### config.mk
export PLATFORM = sky130hd
export DESIGN_NAME = intc_responder
export DESIGN_NICKNAME = d
export VERILOG_FILES = /design/src/rtl/intc_pkg.sv /design/src/rtl/intc_prio_enc.sv /design/src/rtl/intc_responder.sv
export SDC_FILE = /design/constraint.sdc
export NUM_CORES = 1
export LEC_CHECK = 0
export CAP_MARGIN = 5
export CORE_MARGIN = 2
export CORE_UTILIZATION = 28
export DETAILED_ROUTE_END_ITERATION = 8
export MAX_ROUTING_LAYER = met4
export PLACE_DENSITY_LB_ADDON = 0.08
export SLEW_MARGIN = 30
export SYNTH_ARGS = -nofsm -noshare
export SYNTH_HDL_FRONTEND = slang
export SYNTH_HIERARCHICAL = 1
export SYNTH_SLANG_ARGS = --single-unit
export TNS_END_PERCENT = 5
### constraint.sdc
create_clock -name clk -period 2.05 [get_ports clk]
set_clock_uncertainty 0.05 [all_clocks]
set_input_delay 0.205 -clock clk [delete_from_list [all_inputs] [get_ports clk]]
set_output_delay 0.205 -clock clk [all_outputs]
set_load 0.05 [all_outputs]
### src/rtl/intc_pkg.sv
// Shared types and defaults for the interrupt responder.
// Edge versus level capture is selected in intc_responder by INTC_EDGE_EN.
package intc_pkg;

   localparam int unsigned NUM_SRC_DEF = 4;

   typedef enum logic [1:0] {
      StIdle    = 2'd0,
      StReq     = 2'd1,
      StService = 2'd2
   } intc_state_e;

endpackage

### src/rtl/intc_prio_enc.sv
// Find-first-set over the enabled pending vector; bit 0 has the highest priority.
module intc_prio_enc #(
   parameter int unsigned NUM_SRC = 4,
   parameter int unsigned ID_W    = $clog2(NUM_SRC)
) (
   input  logic [NUM_SRC-1:0] vec,
   output logic               any,
   output logic [ID_W-1:0]    idx
);

   always_comb begin
      any = 1'b0;
      idx = '0;
      for (int i = 0; i < NUM_SRC; i++) begin
         if (vec[i] && !any) begin
            any = 1'b1;
            idx = ID_W'(i);
         end
      end
   end

endmodule

### src/rtl/intc_responder.sv
// Interrupt responder: pending capture, enable mask, lowest-index select, req/ack/done handshake.
// Define INTC_EDGE_EN for edge capture; the default build registers the source levels.
module intc_responder
   import intc_pkg::*;
#(
   parameter int unsigned NUM_SRC = NUM_SRC_DEF,
   parameter int unsigned ID_W    = $clog2(NUM_SRC)
) (
   input  logic               clk,
   input  logic               rst,
   input  logic [NUM_SRC-1:0] src,
   input  logic               mask_wr,
   input  logic [NUM_SRC-1:0] mask_wdata,
   input  logic               irq_ack,
   input  logic               irq_done,
   output logic               irq_req,
   output logic [ID_W-1:0]    irq_id,
   output logic [NUM_SRC-1:0] pending,
   output logic [NUM_SRC-1:0] mask,
   output logic               in_service
);

   intc_state_e        state_q, state_d;
   logic [ID_W-1:0]    id_q, id_d;
   logic [NUM_SRC-1:0] pending_q, pending_d;
   logic [NUM_SRC-1:0] mask_q;
   logic               sel_any;
   logic [ID_W-1:0]    sel_idx;

   intc_prio_enc #(
      .NUM_SRC (NUM_SRC),
      .ID_W    (ID_W)
   ) u_prio_enc (
      .vec (pending_q & mask_q),
      .any (sel_any),
      .idx (sel_idx)
   );

`ifdef INTC_EDGE_EN
   logic [NUM_SRC-1:0] src_q;
   logic [NUM_SRC-1:0] clr;

   always_comb begin
      clr = '0;
      if (state_q == StReq && irq_ack) begin
         clr[id_q] = 1'b1;
      end
   end

   // A new edge is OR-ed in after the clear, so set wins on the same bit.
   assign pending_d = (pending_q & ~clr) | (src & ~src_q);

   always_ff @(posedge clk) begin
      if (rst) begin
         src_q <= '0;
      end else begin
         src_q <= src;
      end
   end
`else
   assign pending_d = src;
`endif

   always_ff @(posedge clk) begin
      if (rst) begin
         pending_q <= '0;
         mask_q    <= '0;
      end else begin
         pending_q <= pending_d;
         if (mask_wr) begin
            mask_q <= mask_wdata;
         end
      end
   end

   always_ff @(posedge clk) begin
      if (rst) begin
         state_q <= StIdle;
         id_q    <= '0;
      end else begin
         state_q <= state_d;
         id_q    <= id_d;
      end
   end

   // Once presented, a request is held until ack regardless of mask or new arrivals.
   always_comb begin
      state_d = state_q;
      id_d    = id_q;
      case (state_q)
         StIdle: begin
            if (sel_any) begin
               id_d    = sel_idx;
               state_d = StReq;
            end
         end
         StReq: begin
            if (irq_ack) begin
               state_d = StService;
            end
         end
         StService: begin
            if (irq_done) begin
               state_d = StIdle;
            end
         end
         default: state_d = StIdle;
      endcase
   end

   assign irq_req    = (state_q == StReq);
   assign in_service = (state_q == StService);
   assign irq_id     = id_q;
   assign pending    = pending_q;
   assign mask       = mask_q;

endmodule

; ---- Yosys cells after proc, flatten, opt, wreduce, memory -nomap -nowiden
; Index checks and enable logic that the tools add are counted.
[word_totals]
out_inout_bits = 12
inputBits = 13
wordCells = 30
register_bits = 12
[classes]
n_reduce_logical = 9
eq_ne = 5
mux = 11
bitwise_logic = 1
[ops]
columns = cell, n
row1 = 2-to-1 mux 2 bit, 5
row2 = "inequality test 2 bit, second input constant", 3
row3 = one-hot mux 2 bit (3 select lines), 1
row4 = 2-to-1 mux 1 bit, 5
row5 = AND 4 bit, 1
row6 = logical AND 1 bit, 3
row7 = zero test 1 bit, 3
row8 = AND reduction 3 bit, 1
row9 = "equality test 2 x 1 -> 1 bit, second input constant", 1
row10 = "equality test 2 bit, second input constant", 1
row11 = zero test 2 bit, 1
row12 = AND reduction 2 bit, 1

; ---- Logic depth before layout (Yosys ltp)
; Gate-level depths: netlist of the first run.
[depth]
ltp_word = 13
ltp_mapped = 5
depth_no_buf = 5

; ---- Cells and area by module
; The synthesis of the first run kept the hierarchy.
[by_module_without_submodules]
columns = mod, instances, cells_per_inst, area_per_inst_um2, seq_area_each_um2
row1 = intc_responder, 1, 44, 464.2, 240.2
row2 = intc_prio_enc, 1, 7, 35.0, 0.0

; ---- Worst setup path before layout of the first run
; OpenSTA, ideal clock, no wires.
[synth_timing]
path_kind = reg2reg
from = register mask_q[0], in the netlist mask[0]
to = register id_q[0], in the netlist irq_id[0]
setup_time_ns = 0.072
slack_ns = 0.429
synth_period_minus_slack_ns = 1.621
path_stages_with_launch = 6
arrival_ns = 1.500
required_ns = 1.928
n_path_buf = 0
path_cell_list = dfxtp_1 -> and2_1 -> nor2_1 -> nand2_1 -> nor3b_1 -> mux2i_1
[synth_via]
elab_chain_cells = 12
elab_cells_between_ends = 15
cone_classes = mux: 7 / bitwise: 1 / reduce/logical: 7
[synth_lines]
columns = element, line_no
row1 = start: declaration, intc_responder.sv:26  ; logic [NUM_SRC-1:0] mask_q;
row2 = start signal: assignment, intc_responder.sv:71  ; mask_q <= mask_wdata;
row3 = AND 4 bit *, intc_responder.sv:34  ; .vec (pending_q & mask_q),
row4 = 2-to-1 mux 1 bit *, intc_prio_enc.sv:15  ; if (vec[i] && !any) begin
row5 = zero test 1 bit, intc_prio_enc.sv:15
row6 = logical AND 1 bit, intc_prio_enc.sv:15
row7 = 2-to-1 mux 1 bit *, intc_prio_enc.sv:15
row8 = zero test 1 bit, intc_prio_enc.sv:15
row9 = logical AND 1 bit, intc_prio_enc.sv:15
row10 = 2-to-1 mux 1 bit *, intc_prio_enc.sv:15
row11 = zero test 1 bit, intc_prio_enc.sv:15
row12 = logical AND 1 bit, intc_prio_enc.sv:15
row13 = 2-to-1 mux 1 bit *, intc_prio_enc.sv:15
row14 = via sel_any, intc_responder.sv:27  ; logic sel_any;
row15 = AND reduction 2 bit (no source line) *, -
row16 = end signal: assignment, intc_responder.sv:82  ; id_q <= id_d;
row17 = end: declaration, intc_responder.sv:24  ; logic [ID_W-1:0] id_q, id_d;
; Mark *: on every way through the listed nets, which the timed path passes. The rest lies on a longest branch.
; A chain may end at the register's enable or synchronous reset.

; ---- Worst setup path after layout of the first run
[layout_timing]
from = register state_q[0]
to = output irq_req
[layout_via]
elab_chain_cells = 1
[layout_lines]
columns = element, line_no
row1 = start: declaration, intc_responder.sv:23  ; intc_state_e state_q, state_d;
row2 = start signal: assignment, intc_responder.sv:78  ; state_q <= StIdle;
row3 = start signal: assignment, intc_responder.sv:81  ; state_q <= state_d;
row4 = equality test 2 x 1 -> 1 bit, intc_responder.sv:111  ; assign irq_req = (state_q == StReq);
row5 = end: declaration, intc_responder.sv:16  ; output logic irq_req,
; Every way passes these cells.

==> run summary, run 1 <==
Status: complete, no violations
DRC: 0
Clock network power share: 33.1%
Inserted Clock Buffers: 3
Clock tree sinks: 12
Synth Cell Area: 499 um^2
Final Cycle Share: 92.9%
Fin Setup TNS: 0 ns
Most common cell after layout, fill and taps aside: clkdlybuf4s50_1
Synth Area in Simple Gates: 31.6%
Root Buffer: clkbuf_4
Wire per inst: 8.88 um
Final net count: 91
Multiplexer share of the synthesized area: 12.0%
Pre-Repair DR Iteration Count: 3
CP required: 1.79 ns
DR iter-0 viols: 1
Register area share after synthesis: 48.1%
Least-Margin Pin Slew: 0.498 ns
IO buf count: 24
CTS tree: built
Slew Viols, Final: 0
Clock H-tree levels: 1
Final wirelength: 906 um
Hold Crit Class: reg -> reg
Layout Area Growth over Synthesis: 59.9%
Post-CTS setup buffer count: 0
Post-layout minimum cycle time: 1.90 ns
Reg power frac: 45.4%
Total nets after synthesis: 64
FF+latch count, synth: 12
Cts hold-fix bufs: 0
Max Freq: 0.525 GHz
Max Cap Viol: 0
Final core utilization: 46.7%
PwrDens: 702 mW/mm^2
Gate power share: 21.6%
Pleak: 0.305 nW
RSZ-0062 raised after global routing: no
ANT nets after route: 0
Startpoint types: flop
Critical Path End Type: primary output
Syn Area/Cell: 9.79 um^2
Compound-Gate Fraction of Synth Area: 5.76%
Placed cell area: 762 um^2
Mapped Cells: 51
Pin count of the biggest net entering global routing: 15
Gr usage total: 10.0%
Peak supply drop: 0.000385 V
Switching share of power: 26.9%
Design area: 798 um^2
# IOs: 25
DIE WIDTH: 46.2 um
Final count of hold timing violations: 0
Crit-path max FO: 7
YS warnings: 6
Critical Path Source: state_q[0]
Ant. Diodes: 0
Rows: 15
Combinational family with the most area after synthesis: simple AND/OR/NAND/NOR gates
Die ar.: 0.00214 mm^2
Relative slew slack: 66.7%
Yosys cell types: 18
Total power: 560 uW
Int Pwr: 409 uW
Vias in the first global route: 358
Die Span Y: 46.2 um
Bufs on Longest Clock Path: 2
Total gr overflow: 0
First-pass GRT wire length: 1490 um
Hpwl dp: 721 um
GP Congestion: 0.666
Worst R2R Start: mask[0]
Initial Utilization: 29.2%
Hold path startpoint: irq_id[0]
Post-synthesis xor/xnor area fraction: 0%
Clock slew seen by the registers of the worst setup and hold paths: 0.08 ns
DR vias: 418
Layout cells sized above 1: 10.4%
Area share of fa/ha/maj cells after synthesis: 0%
Initial antenna violation count: 0
WHS: 0.423 ns
CP Class: reg -> out
PostCTS Resize Cnt: 0
P_sw: 151 uW
Core Region: 0.00171 mm^2
Worst skew pair latency: 0.27 ns
Final setup viols: 0
Vias per cell: 4.10
Commonest cells after routing, fill and taps aside: 24 x clkdlybuf4s50_1, 12 x dfxtp_1, 7 x nor2_1
CP arrival: 1.65 ns
critical path: stages (launching register included):
cell	delay, ns
dfxtp_1	0.43
and2b_2	0.17
clkdlybuf4s50_1	0.79
cell families after synthesis:
kind of cell / Yosys count
buf+inv: 3
mux: 6
compound gates: 3
simple gates: 27
flops: 12
sequential cells by signal, indices dropped and copies added, names as in the netlist:
register,count
mask,4
pending,4
irq_id,2
state_q,2
cells in the mapped netlist:
| cell | n | area share (%) |
|---|---|---|
| dfxtp_1 | 12 | 48 |
| nand2b_1 | 5 | 6.3 |
| clkbuf_1 | 1 | 0.75 |
| a21oi_2 | 1 | 1.8 |
| nor2_1 | 7 | 5.3 |
| buf_2 | 1 | 1.0 |
| a2111oi_2 | 1 | 3.0 |
| and2b_2 | 2 | 3.5 |
| inv_1 | 1 | 0.75 |
| a21oi_1 | 1 | 1.0 |
| nand3b_1 | 1 | 1.5 |
| nor3_1 | 1 | 1.0 |
| nand2_1 | 1 | 0.75 |
| mux2i_1 | 6 | 12 |
| and2_1 | 4 | 5.0 |
| nor3b_1 | 1 | 1.5 |
| nor2b_1 | 4 | 5.0 |
| or3b_1 | 1 | 1.8 |
metrics by stage:
stage | instances | setup WS [ns]
global placement | 98 | 0.454
finish | 102 | 0.146
CTS | 102 | 0.130
floorplan | 51 | 0.429
detailed placement | 98 | 0.432
global route | 102 | 0.0562
area by class of cell:
type / count / area (um^2)
multi-input cells: 36 / 246
inverters: 1 / 3.75
repair buffers: 24 / 240
well taps: 25 / 31.3
clock buffers: 4 / 36.3
fillers: 164 / 910
flip-flops and latches: 12 / 240
path summary, 6_finish.rpt:
| kind | to | slack [ns] | cells past startpoint |
|---|---|---|---|
| hold reg to reg | irq_id[0] | 0.42 | 2 |
| hold / removal | irq_id[0] | 0.42 | 2 |
| setup reg to reg | irq_id[0] | 0.66 | 5 |
| setup / recovery | irq_req | 0.15 | 2 |
layer usage:
metal / GRT usage (%) / up-vias / routed length (um)
li1: - / 218 / -
met1: 13.4 / 184 / 421
met2: 13.9 / 16 / 430
met3: 2.35 / 0 / 54
met4: 5.14 / 0 / 0
met5: - / - / 0
power by group through the flow:
| stage | combinational [mW] | sequential, mW | clock [mW] |
|---|---|---|---|
| 6_report | 0.121 | 0.254 | 0.185 |
| 5_1_grt | 0.129 | 0.257 | 0.203 |
| 4_1_cts | 0.122 | 0.254 | 0.192 |
| 3_5_place_dp | 0.122 | 0.260 | 0 |
| 3_3_place_gp | 0.122 | 0.259 | 0 |
| 2_1_floorplan | 0.0408 | 0.291 | 0 |
Note: power is estimated with default switching activity, not from simulation.
==> inputs of run 2 (changes only) <==
CAP_MARGIN = default   (was 5)
==> results of run 2 <==
The final DEF is identical to that of run 1; final timing and power are the same.
